===== src/rtl/lfsr_prng_stream.sv =====
// lfsr_prng_stream
//   Seedable Fibonacci LFSR that produces one OUT_WIDTH-bit word per clock
//   behind a valid/ready output handshake. Each generated word advances the
//   LFSR by STEP single-bit shifts, fully unrolled into one combinational
//   stage. An all-zero state (from a zero seed or from the advance itself)
//   is replaced by DEFAULT_SEED, and lockup pulses for one cycle.
//
// Ports
//   clk        rising-edge clock
//   resetn     synchronous active-low reset
//   enable     allows word generation while running
//   seed_valid seed offer; always accepted (seed_ready is tied high)
//   seed_ready constant 1
//   seed       new LFSR state
//   out_valid  out_data holds an unconsumed word
//   out_ready  consumer accepts the word
//   out_data   generated word (low OUT_WIDTH bits of the advanced state)
//   word_count output handshakes since the last seed or reset (wraps)
//   lockup     one-cycle pulse when the zero state was replaced
//   running    FSM is in RUN
module lfsr_prng_stream #(
    parameter int                    LFSR_WIDTH   = 32,
    parameter logic [LFSR_WIDTH-1:0] TAPS         = LFSR_WIDTH'(32'h8020_0003),
    parameter int                    STEP         = 8,
    parameter int                    OUT_WIDTH    = 16,
    parameter logic [LFSR_WIDTH-1:0] DEFAULT_SEED = LFSR_WIDTH'(1),
    parameter int                    CNT_WIDTH    = 32
) (
    input  logic                  clk,
    input  logic                  resetn,
    input  logic                  enable,
    input  logic                  seed_valid,
    output logic                  seed_ready,
    input  logic [LFSR_WIDTH-1:0] seed,
    output logic                  out_valid,
    input  logic                  out_ready,
    output logic [OUT_WIDTH-1:0]  out_data,
    output logic [CNT_WIDTH-1:0]  word_count,
    output logic                  lockup,
    output logic                  running
);

    typedef enum logic {IDLE, RUN} fsm_t;

    fsm_t                  fsm;
    logic [LFSR_WIDTH-1:0] state;
    logic [LFSR_WIDTH-1:0] nxt;
    logic                  fire;
    logic                  hs;

    // STEP shift-left steps with XOR-of-taps feedback into bit 0.
    function automatic logic [LFSR_WIDTH-1:0] advance(input logic [LFSR_WIDTH-1:0] s);
        logic [LFSR_WIDTH-1:0] t;
        t = s;
        for (int i = 0; i < STEP; i++) begin
            t = {t[LFSR_WIDTH-2:0], ^(t & TAPS)};
        end
        return t;
    endfunction

    assign nxt        = advance(state);
    assign seed_ready = 1'b1;
    assign running    = (fsm == RUN);
    assign hs         = out_valid & out_ready;
    // A seed this cycle pre-empts generation; a stalled word is never overwritten.
    assign fire       = (fsm == RUN) & enable & ~seed_valid & (~out_valid | out_ready);

    always_ff @(posedge clk) begin
        if (!resetn) begin
            fsm        <= IDLE;
            state      <= DEFAULT_SEED;
            out_valid  <= 1'b0;
            out_data   <= '0;
            word_count <= '0;
            lockup     <= 1'b0;
        end else begin
            lockup <= 1'b0;
            if (seed_valid) begin
                // Any handshake in this cycle still completes, but the count restarts.
                fsm        <= RUN;
                out_valid  <= 1'b0;
                word_count <= '0;
                if (seed == '0) begin
                    state  <= DEFAULT_SEED;
                    lockup <= 1'b1;
                end else begin
                    state  <= seed;
                end
            end else begin
                if (hs) begin
                    word_count <= word_count + CNT_WIDTH'(1);
                end
                if (fire) begin
                    out_valid <= 1'b1;
                    if (nxt == '0) begin
                        state    <= DEFAULT_SEED;
                        out_data <= DEFAULT_SEED[OUT_WIDTH-1:0];
                        lockup   <= 1'b1;
                    end else begin
                        state    <= nxt;
                        out_data <= nxt[OUT_WIDTH-1:0];
                    end
                end else if (hs) begin
                    out_valid <= 1'b0;
                end
            end
        end
    end

endmodule

===== config.mk =====
export PLATFORM = sky130hd
export DESIGN_NAME = lfsr_prng_stream
export DESIGN_NICKNAME = d
export VERILOG_FILES = /design/src/rtl/lfsr_prng_stream.sv
export SDC_FILE = /design/constraint.sdc
export NUM_CORES = 1
export LEC_CHECK = 0
export ABC_AREA = 1
export ABC_CLOCK_PERIOD_IN_PS = 4270
export CAP_MARGIN = 30
export CORE_ASPECT_RATIO = 0.75
export CORE_MARGIN = 1
export CORE_UTILIZATION = 46
export CTS_CLUSTER_SIZE = 12
export DETAILED_ROUTE_END_ITERATION = 7
export HOLD_SLACK_MARGIN = 0.06
export PLACE_DENSITY = 0.76
export RECOVER_POWER = 100
export SETUP_SLACK_MARGIN = 0.5
export SYNTH_ARGS = -nofsm -noshare
export SYNTH_HDL_FRONTEND = slang
export SYNTH_SLANG_ARGS = --single-unit

===== constraint.sdc =====
create_clock -name clk -period 4.27 [get_ports clk]
set_input_delay 0.6405 -clock clk [delete_from_list [all_inputs] [get_ports clk]]
set_output_delay 0.6405 -clock clk [all_outputs]
set_load 0.1 [all_outputs]

=== After elaboration in Yosys (flattened, before gate mapping) ===
Cells that the tools add are included.

* Register bits after elaboration: 83
* Input bits: 37
* Output and inout bits: 52
* Logic and storage cells: 40

* $add $sub $neg: 1
* Mux-type cells: 11
* Bitwise gates (word level): 8
* Reduce and logical (&&, ||, !) cells: 14

{| class="wikitable"
|+ Operator list
! kind !! count
|-
| $reduce_xor A32 Y1 || 8
|-
| $mux W32 || 4
|-
| $logic_not A32 Y1 || 2
|-
| $add A32 B1 Y32 const B || 1
|-
| $mux W16 || 1
|-
| $mux W1 || 6
|-
| $and A1 B1 Y1 || 4
|-
| $reduce_bool A2 Y1 || 2
|-
| $not A1 Y1 || 3
|-
| $reduce_and A2 Y1 || 1
|-
| $reduce_or A2 Y1 || 1
|-
| $or A1 B1 Y1 || 1
|}

=== Logic depth before layout (Yosys ltp) ===
Gate-level depths: netlist of the first run.

* Depth in word-level cells: 12
* Gate-level depth with buffers: 41
* Mapped depth without buffers: 41

=== Least setup slack after synthesis of the first run ===
OpenSTA, ideal clock, no wires.

* Kind: reg-to-reg
* From: register state[0]
* To: register out_data[8]
* Setup time: 70 ps
* Data arrival time: 4343 ps
* Data required time: 4200 ps
* Path slack: -143 ps
* Cell stages (with the launch flop): 42
* Path buffers: 0
* Period minus slack after synthesis: 4413 ps
* Path through: dfxtp_1 > inv_1 > ha_1 > inv_1 > nand2_1 > nand2_1 > nand2_1 > nand2_2 > nand2_2 > inv_1 > nor2_2 > ha_1 > inv_1 > nand2_1 > nand2_1 > nand2_1 > nand2_1 > nand2_1 > [... 6 more ...] > inv_1 > nand2_1 > nand2_1 > nand2_1 > nand2_1 > inv_1 > nand3_1 > nand2_2 > inv_1 > ha_1 > xor2_1 > xor2_1 > inv_1 > nand3_1 > nand2_4 > nand2_8 > nand3_2 > a21oi_1

* Word-level cells in the longest chain between the ends: 10

{| class="wikitable"
|+ RTL lines
! element !! RTL line !! text
|-
| start, declared || 46 || <nowiki>logic [LFSR_WIDTH-1:0] state;</nowiki>
|-
| start signal, assigned || 100 || <nowiki>state <= nxt;</nowiki>
|-
| $reduce_xor A32 Y1 (8 in a row) || 56 || <nowiki>t = {t[LFSR_WIDTH-2:0], ^(t & TAPS)};</nowiki>
|-
| $logic_not A32 Y1 || 95 || <nowiki>if (nxt == '0) begin</nowiki>
|-
| $mux W16 * || 95 ||
|-
| end signal, assigned || 97 || <nowiki>out_data <= DEFAULT_SEED[OUT_WIDTH-1:0];</nowiki>
|-
| end signal, assigned || 101 || <nowiki>out_data <= nxt[OUT_WIDTH-1:0];</nowiki>
|-
| end, declared || 37 || <nowiki>output logic [OUT_WIDTH-1:0] out_data,</nowiki>
|}

Every way passes the cells marked *; elsewhere a longest branch is shown, timed or not.
A chain may end at the register's enable or synchronous reset.

=== Final worst setup path of the first run ===
* From: register state[1]
* To: register state[4]

* Word-level cells in the longest chain between the ends: 12

{| class="wikitable"
|+ RTL lines
! element !! RTL line !! text
|-
| $reduce_xor A32 Y1 (8 in a row) || 56 ||
|-
| $logic_not A32 Y1 || 95 ||
|-
| $mux W32 * || 95 ||
|-
| $mux W32 * || 93 || <nowiki>if (fire) begin</nowiki>
|-
| $mux W32 * || 78 || <nowiki>if (seed_valid) begin</nowiki>
|}

Every way passes the cells marked *; elsewhere a longest branch is shown, timed or not. The select of a mux whose other input is x is not followed.

==> results of run 1 <==
## state kept, by name (all words and copies together), names as in the netlist
| signal | cells |
|---|---|
| out_valid | 1 |
| state | 32 |
| lockup | 1 |
| word_count | 32 |
| out_data | 16 |
| running | 1 |
## final cells by class
type	instances	area (um2)
clock buffer	11	233
inverter	78	293
multi-input combinational	403	2360
tap	108	135
sequential	83	1660
fill	721	2770
timing repair buffer	115	1080
clock inverter	5	62.6
## through the flow
step | hold WS, ps | setup WS, ps
5_1_grt | 497 | -394
6_report | 466 | -212
3_5_place_dp | 461 | -206
4_1_cts | 470 | -84.1
3_3_place_gp | 453 | 63.4
2_1_floorplan | 463 | 32.9
## synth_stat cells, drive strengths merged
| library cell | instances | area (um2) |
|---|---|---|
| o21ai | 22 | 110 |
| nand4 | 14 | 93.8 |
| ha | 5 | 62.6 |
| dfxtp | 83 | 1660 |
| nor2 | 50 | 208 |
| or4 | 2 | 15.0 |
| nand3 | 27 | 180 |
| conb | 1 | 3.75 |
| a21oi | 40 | 200 |
| buf | 7 | 40.0 |
| nor4 | 12 | 90.1 |
| a31oi | 22 | 138 |
| a211oi | 1 | 7.51 |
| nand3b | 3 | 22.5 |
| nor3b | 2 | 15.0 |
| xnor2 | 8 | 70.1 |
| xor2 | 10 | 87.6 |
| clkbuf | 11 | 61.3 |
| nor3 | 13 | 81.3 |
| o31ai | 1 | 7.51 |
| nand2 | 168 | 689 |
| inv | 77 | 289 |
| or2 | 2 | 12.5 |
| clkinv | 1 | 3.75 |
## routing by layer
metal	GRT usage, %	up-vias
met3	6.57	17
met1	35.5	1994
met4	8.23	0
li1	-	2104
met5	0	-
met2	40.9	147
## worst paths after layout
| check | to | from | cells past startpoint |
|---|---|---|---|
| worst max-delay path | state[4] | state[1] | 38 |
| worst min-delay path | out_data[10] | out_data[10] | 2 |
| worst max register to register | state[4] | state[1] | 38 |
| worst min register to register | out_data[10] | out_data[10] | 2 |
## worst max-delay path: cells and delay by family, from the launching register on
kind,cells,cell delay (ps)
xor+xnor,1,130
simple gates,25,2650
compound gates,1,70
fa+ha+maj,4,820
buf+inv,7,330
flops,1,340
## kinds of logic (layout without fill, tap and decap cells)
| kind of cell | Yosys count | in the layout | synth area share, % |
|---|---|---|---|
| XOR/XNOR | 18 | 18 | 3.80 |
| other | 1 | 1 | 0.0904 |
| flip-flops | 83 | 83 | 40.0 |
| AO/OA/AOI/OAI | 86 | 86 | 11.2 |
| AND/OR/NAND/NOR | 293 | 293 | 33.9 |
| adder cells (fa/ha/maj) | 5 | 5 | 1.51 |
| buffers and inverters | 96 | 209 | 9.50 |
## power by group
part | internal [mW] | switching (mW) | total [mW]
combinational | 0.590 | 0.751 | 1.34
sequential | 0.808 | 0.0304 | 0.838
clock | 0.457 | 0.321 | 0.778
## placed cells by master, fill, tap and decap left out, types with 2 or more instances in the layout
master             n
nand2_4            3
a21oi_2           10
nand3b_1           3
or4_1              2
a31oi_1           22
inv_2             15
clkbuf_16          9
nor3_2             2
nand2_2           24
dfxtp_2            2
or2_2              2
o21ai_0           20
nand3_1           15
o21ai_1            2
nor2_4             4
nor3b_1            2
nor3_1            10
nand3_2            4
inv_1             62
clkinvlp_4         2
nor4_1            11
dfxtp_1           81
clkbuf_1           2
buf_4             28
xnor2_1            7
ha_4               4
nand3_4            8
a21oi_1           30
nand4_1           13
xor2_1             8
nand2_1          140
nor2_1            45
clkdlybuf4s50_1   87
## repair_timing
action	4_1_cts	5_1_grt
resized for setup	26	12
gates cloned	0	0
buffers inserted	7	7
hold endpoints to repair	0	0
setup endpoints to repair	21	21
pin swaps	29	20
==> metrics, run 1 <==
grt total ovfl 0; min setup slack post-route -212 ps; Crit path required time 4470 ps; WL final 12.0 mm; Clock Sinks 83; DRC Markers 3; skew final 8.18 ps; Final Setup Violations 19; mapped cell area 4150 um2; crit-path max FO 8; clk slew on worst S/H paths 60 ps; Rel. slew slack 33.2%; Lkg Pwr 2.16 nW; initial antenna violation count 0; number of vias per cell 5.31; final non-filler cell total 803; CTS tree done; final period demand of the worst path 4480 ps; Critical-path top delay cell dfxtp_2; # nets final 732; drt wl/cell 15.0 um; io pins 89; largest stage delay on the critical path 340 ps; CTS Buf Count 9; FF+latch count, synth 83; outcome finished, violations left; Setup Total Neg Slack -3510 ps; Die Area 9410 um2; gp weighted congestion 0.882; Tcrit/Tclk final 105%; total number of vias 4262; ANT nets after route 0; most frequent CP cell nand2_2; diode count 0; Post-DP Area 5260 um2; vias in the first global route 4036; die extent in y 84.3 um; CTS root buf clkbuf_16; Synth Area per Inst 7.13 um2; Pre-Repair DR Iteration Count 8; WL met1 5.60 mm; post-DP HPWL 8.71 mm; CTS hold repair buffers 0; uppermost routed layer met4; Mapped Cells 582; synth unique cells 38; initial core utilization 48.3%; Area Overhead vs Synth 40.4%; worst min-delay path class register to register; violated checks DRC, setup timing; Total Power 2.96 mW; Slew Viols, Final 0; largest net degree at the start of global routing 50; worst vdd rail ir drop 0.348 mV; Yosys warning total 0; CP Launch Type register; Worst Setup End Kind register; design area 5830 um2; RSZ-0062 raised after global routing yes; Worst Path Arrival 4680 ps; H-tree Lvls 3; WL met3 787 um; Finished Core Util 67.8%; DP Cell Count 773; Max Cap Viol 0; r2r setup slk -210 ps; synthesized net count 624; Skew-Pair Late Insertion Delay 340 ps; Seq/Total Area, Yosys 40.0%; f_max 223 MHz; Die Wd 112 um; core area 8600 um2; first-pass GRT wire length 19.5 mm; Final Hold Fails 0; Slew @ Worst Pin 999 ps; # port buffers 87; GR Util All Layers 26.2%; First DRT Iteration DRCs 310; Rows 29; metal2 WL 5.46 mm; Max Root-Sink Buffers 2; pwr dens 508 nW/um2; crit path kind register to register; share of post-route cells with drive strength above 1 18.4%
(Power assumes the default switching activity.)
==> inputs of run 2 (changes only) <==
--- a/config.mk
+++ b/config.mk
@@ -10,11 +10,12 @@
 export CAP_MARGIN = 30
 export CORE_ASPECT_RATIO = 0.75
 export CORE_MARGIN = 1
-export CORE_UTILIZATION = 46
+export CORE_UTILIZATION = 48
+export CTS_BUF_LIST = sky130_fd_sc_hd__clkbuf_8
 export CTS_CLUSTER_SIZE = 12
 export DETAILED_ROUTE_END_ITERATION = 7
 export HOLD_SLACK_MARGIN = 0.06
-export PLACE_DENSITY = 0.76
+export PLACE_DENSITY = 0.79
 export RECOVER_POWER = 100
 export SETUP_SLACK_MARGIN = 0.5
 export SYNTH_ARGS = -nofsm -noshare
==> metrics, run 2 (synthesized netlist as in run 1, its figures left out) <==
outcome finished, violations left; violated checks setup timing; Slew @ Worst Pin 1010 ps (+7.63 ps); final non-filler cell total 810 (+0.87%); clk slew on worst S/H paths 90 ps (+30 ps); r2r setup slk -250 ps (-40 ps); WL final 12.6 mm (+4.7%); gp weighted congestion 0.870 (-1.4%); Total Power 2.89 mW (-2.4%); Skew-Pair Late Insertion Delay 360 ps (+20 ps); metal2 WL 5.92 mm (+8.5%); Setup Total Neg Slack -4290 ps (-775 ps); grt total ovfl 0 (unchanged); Crit. Startpoint state[0]; GR Util All Layers 28.7% (+2.6 points); Die Area 9030 um2 (-4.1%); Area Overhead vs Synth 38.7%; # nets final 742 (+1.4%); CP Launch Type register; # port buffers 87 (unchanged); crit-path max FO 8 (unchanged); CTS root buf clkbuf_8; Worst Setup End Kind register; CTS tree done; first-pass GRT wire length 19.6 mm (+0.21%); Final Setup Violations 19 (unchanged); worst min-delay path class register to register; CTS Buf Count 9 (unchanged); fillers 644 (-11%); hold_ws 467 ps (+1.03 ps); pwr dens 502 nW/um2 (-1.2%); top flop regs state (32), word_count (32), out_data (16); First DRT Iteration DRCs 351 (+13%); Max Cap Viol 0 (unchanged); critical path endpoint out_data[9]; most frequent CP cell nand2_2; r2r startpoint state[0]; CTS hold repair buffers 0 (unchanged); WL met1 5.44 mm (-2.9%); Clock Sinks 83 (unchanged); Worst R2R Path Depth 38 (unchanged); Rel. slew slack 32.7% (-0.51 points); number of vias per cell 5.41 (+1.9%); diode count 0 (unchanged); DP Cell Count 770 (-0.39%); io pins 89 (unchanged); Critical-path top delay cell dfxtp_2; final period demand of the worst path 4520 ps (+41.5 ps); Slew Viols, Final 0 (unchanged); uppermost routed layer met4; initial core utilization 51.1% (+2.8 points); largest stage delay on the critical path 350 ps (about the same); H-tree Lvls 3 (unchanged); min setup slack post-route -253 ps (-41.5 ps); most frequent cells in the layout 139 x nand2_1, 87 x clkdlybuf4s50_1, 81 x dfxtp_1, 64 x inv_1, 45 x nor2_1; storage element area 1660 um2 (unchanged); crit path kind register to register; vias in the first global route 4142 (+2.6%); Worst Path Arrival 4750 ps (+70 ps); WL met3 938 um (+19%); Pre-Repair DR Iteration Count 5 (-3); total number of vias 4381 (+2.8%); largest net degree at the start of global routing 50 (unchanged); f_max 221 MHz (-0.92%); Crit path required time 4500 ps (+30 ps); Die Wd 109 um (-2.1%); DRC Markers 0 (-3); RSZ-0062 raised after global routing yes; post-DP HPWL 8.75 mm (+0.51%); initial antenna violation count 0 (unchanged); Rows 28 (-3.4%); commonest non-fill, non-tap cell in the layout nand2_1; multi-input logic area 2330 um2 (-1.3%); Tcrit/Tclk final 106% (+0.97 points); core area 8130 um2 (-5.5%); skew final 13.9 ps (+5.68 ps); ANT nets after route 0 (unchanged); drt wl/cell 15.5 um (+3.8%); worst vdd rail ir drop 0.355 mV (+2.0%); Final Hold Fails 0 (unchanged); share of post-route cells with drive strength above 1 19.6% (+1.2 points); Reg-to-Reg End out_data[9]; Lkg Pwr 2.17 nW (+0.12%); Max Root-Sink Buffers 2 (unchanged); die extent in y 82.5 um (-2.1%)
## run 2: cell count changes in the layout (fill, tap and decap cells not counted), moves of 2 or more
cell and delta:
buf_4 +9, nand3_2 +5, a21oi_2 -2, clkbuf_8 +10
inv_1 +2, clkbuf_16 -9, a21oi_1 +2, nand3_4 -4
clkbuf_1 -2
## run 2: where the power goes
group	internal (mW)	switching (mW)	leakage, nW
clock network	0.227	0.297	0.0901
registers	0.807	0.0316	0.676
logic	0.697	0.828	1.40
## run 2: final cells by class
type,instances,area share [%]
Clock buffer,10,2.39
Clock inverter,6,0.717
Inverter,78,5.09
Multi-Input combinational cell,403,40.5
Sequential cell,83,28.9
Tap cell,105,2.28
Timing Repair Buffer,125,20.1
## run 2: critical path, delay by kind of cell (launching register included)
kind | cells | cell delay (ps)
flip-flops | 1 | 350
AND/OR/NAND/NOR | 25 | 2560
buffers and inverters | 7 | 370
XOR/XNOR | 1 | 120
adder cells (fa/ha/maj) | 4 | 930
AO/OA/AOI/OAI | 1 | 70
## run 2: routing by layer
layer | global-route usage, % | up-vias
met5 | 0 | -
met4 | 12.4 | 0
met3 | 6.51 | 30
met2 | 46.5 | 174
met1 | 37.0 | 2052
li1 | - | 2125
## run 2: what timing repair did
| action | CTS | global route |
|---|---|---|
| setup endpoints to repair | 21 | 21 |
| pin swaps | 32 | 9 |
| setup buffers | 20 | 4 |
| resized for setup | 24 | 10 |
## run 2: how the worst min path moves through the flow
stage                   start             end  slack (ps)  cells past startpoint
2_1_floorplan        state[2]    out_data[10]         460                      2
3_3_place_gp   word_count[31]  word_count[31]         450                      2
3_5_place_dp     out_data[15]    out_data[15]         460                      2
4_1_cts           out_data[7]     out_data[7]         470                      2
5_1_grt           out_data[7]     out_data[7]         500                      2
6_report          out_data[4]     out_data[4]         470                      2
## run 2: through the flow
stage / setup slack (ps) / util, % / instance area (um2)
global placement: 74.4 / 64.6 / 5250
floorplan: 32.9 / - / 4250
global route: -510 / 70.8 / 5760
CTS: -49.2 / 70.0 / 5690
detailed placement: -198 / 64.6 / 5250
finish: -253 / 70.8 / 5760
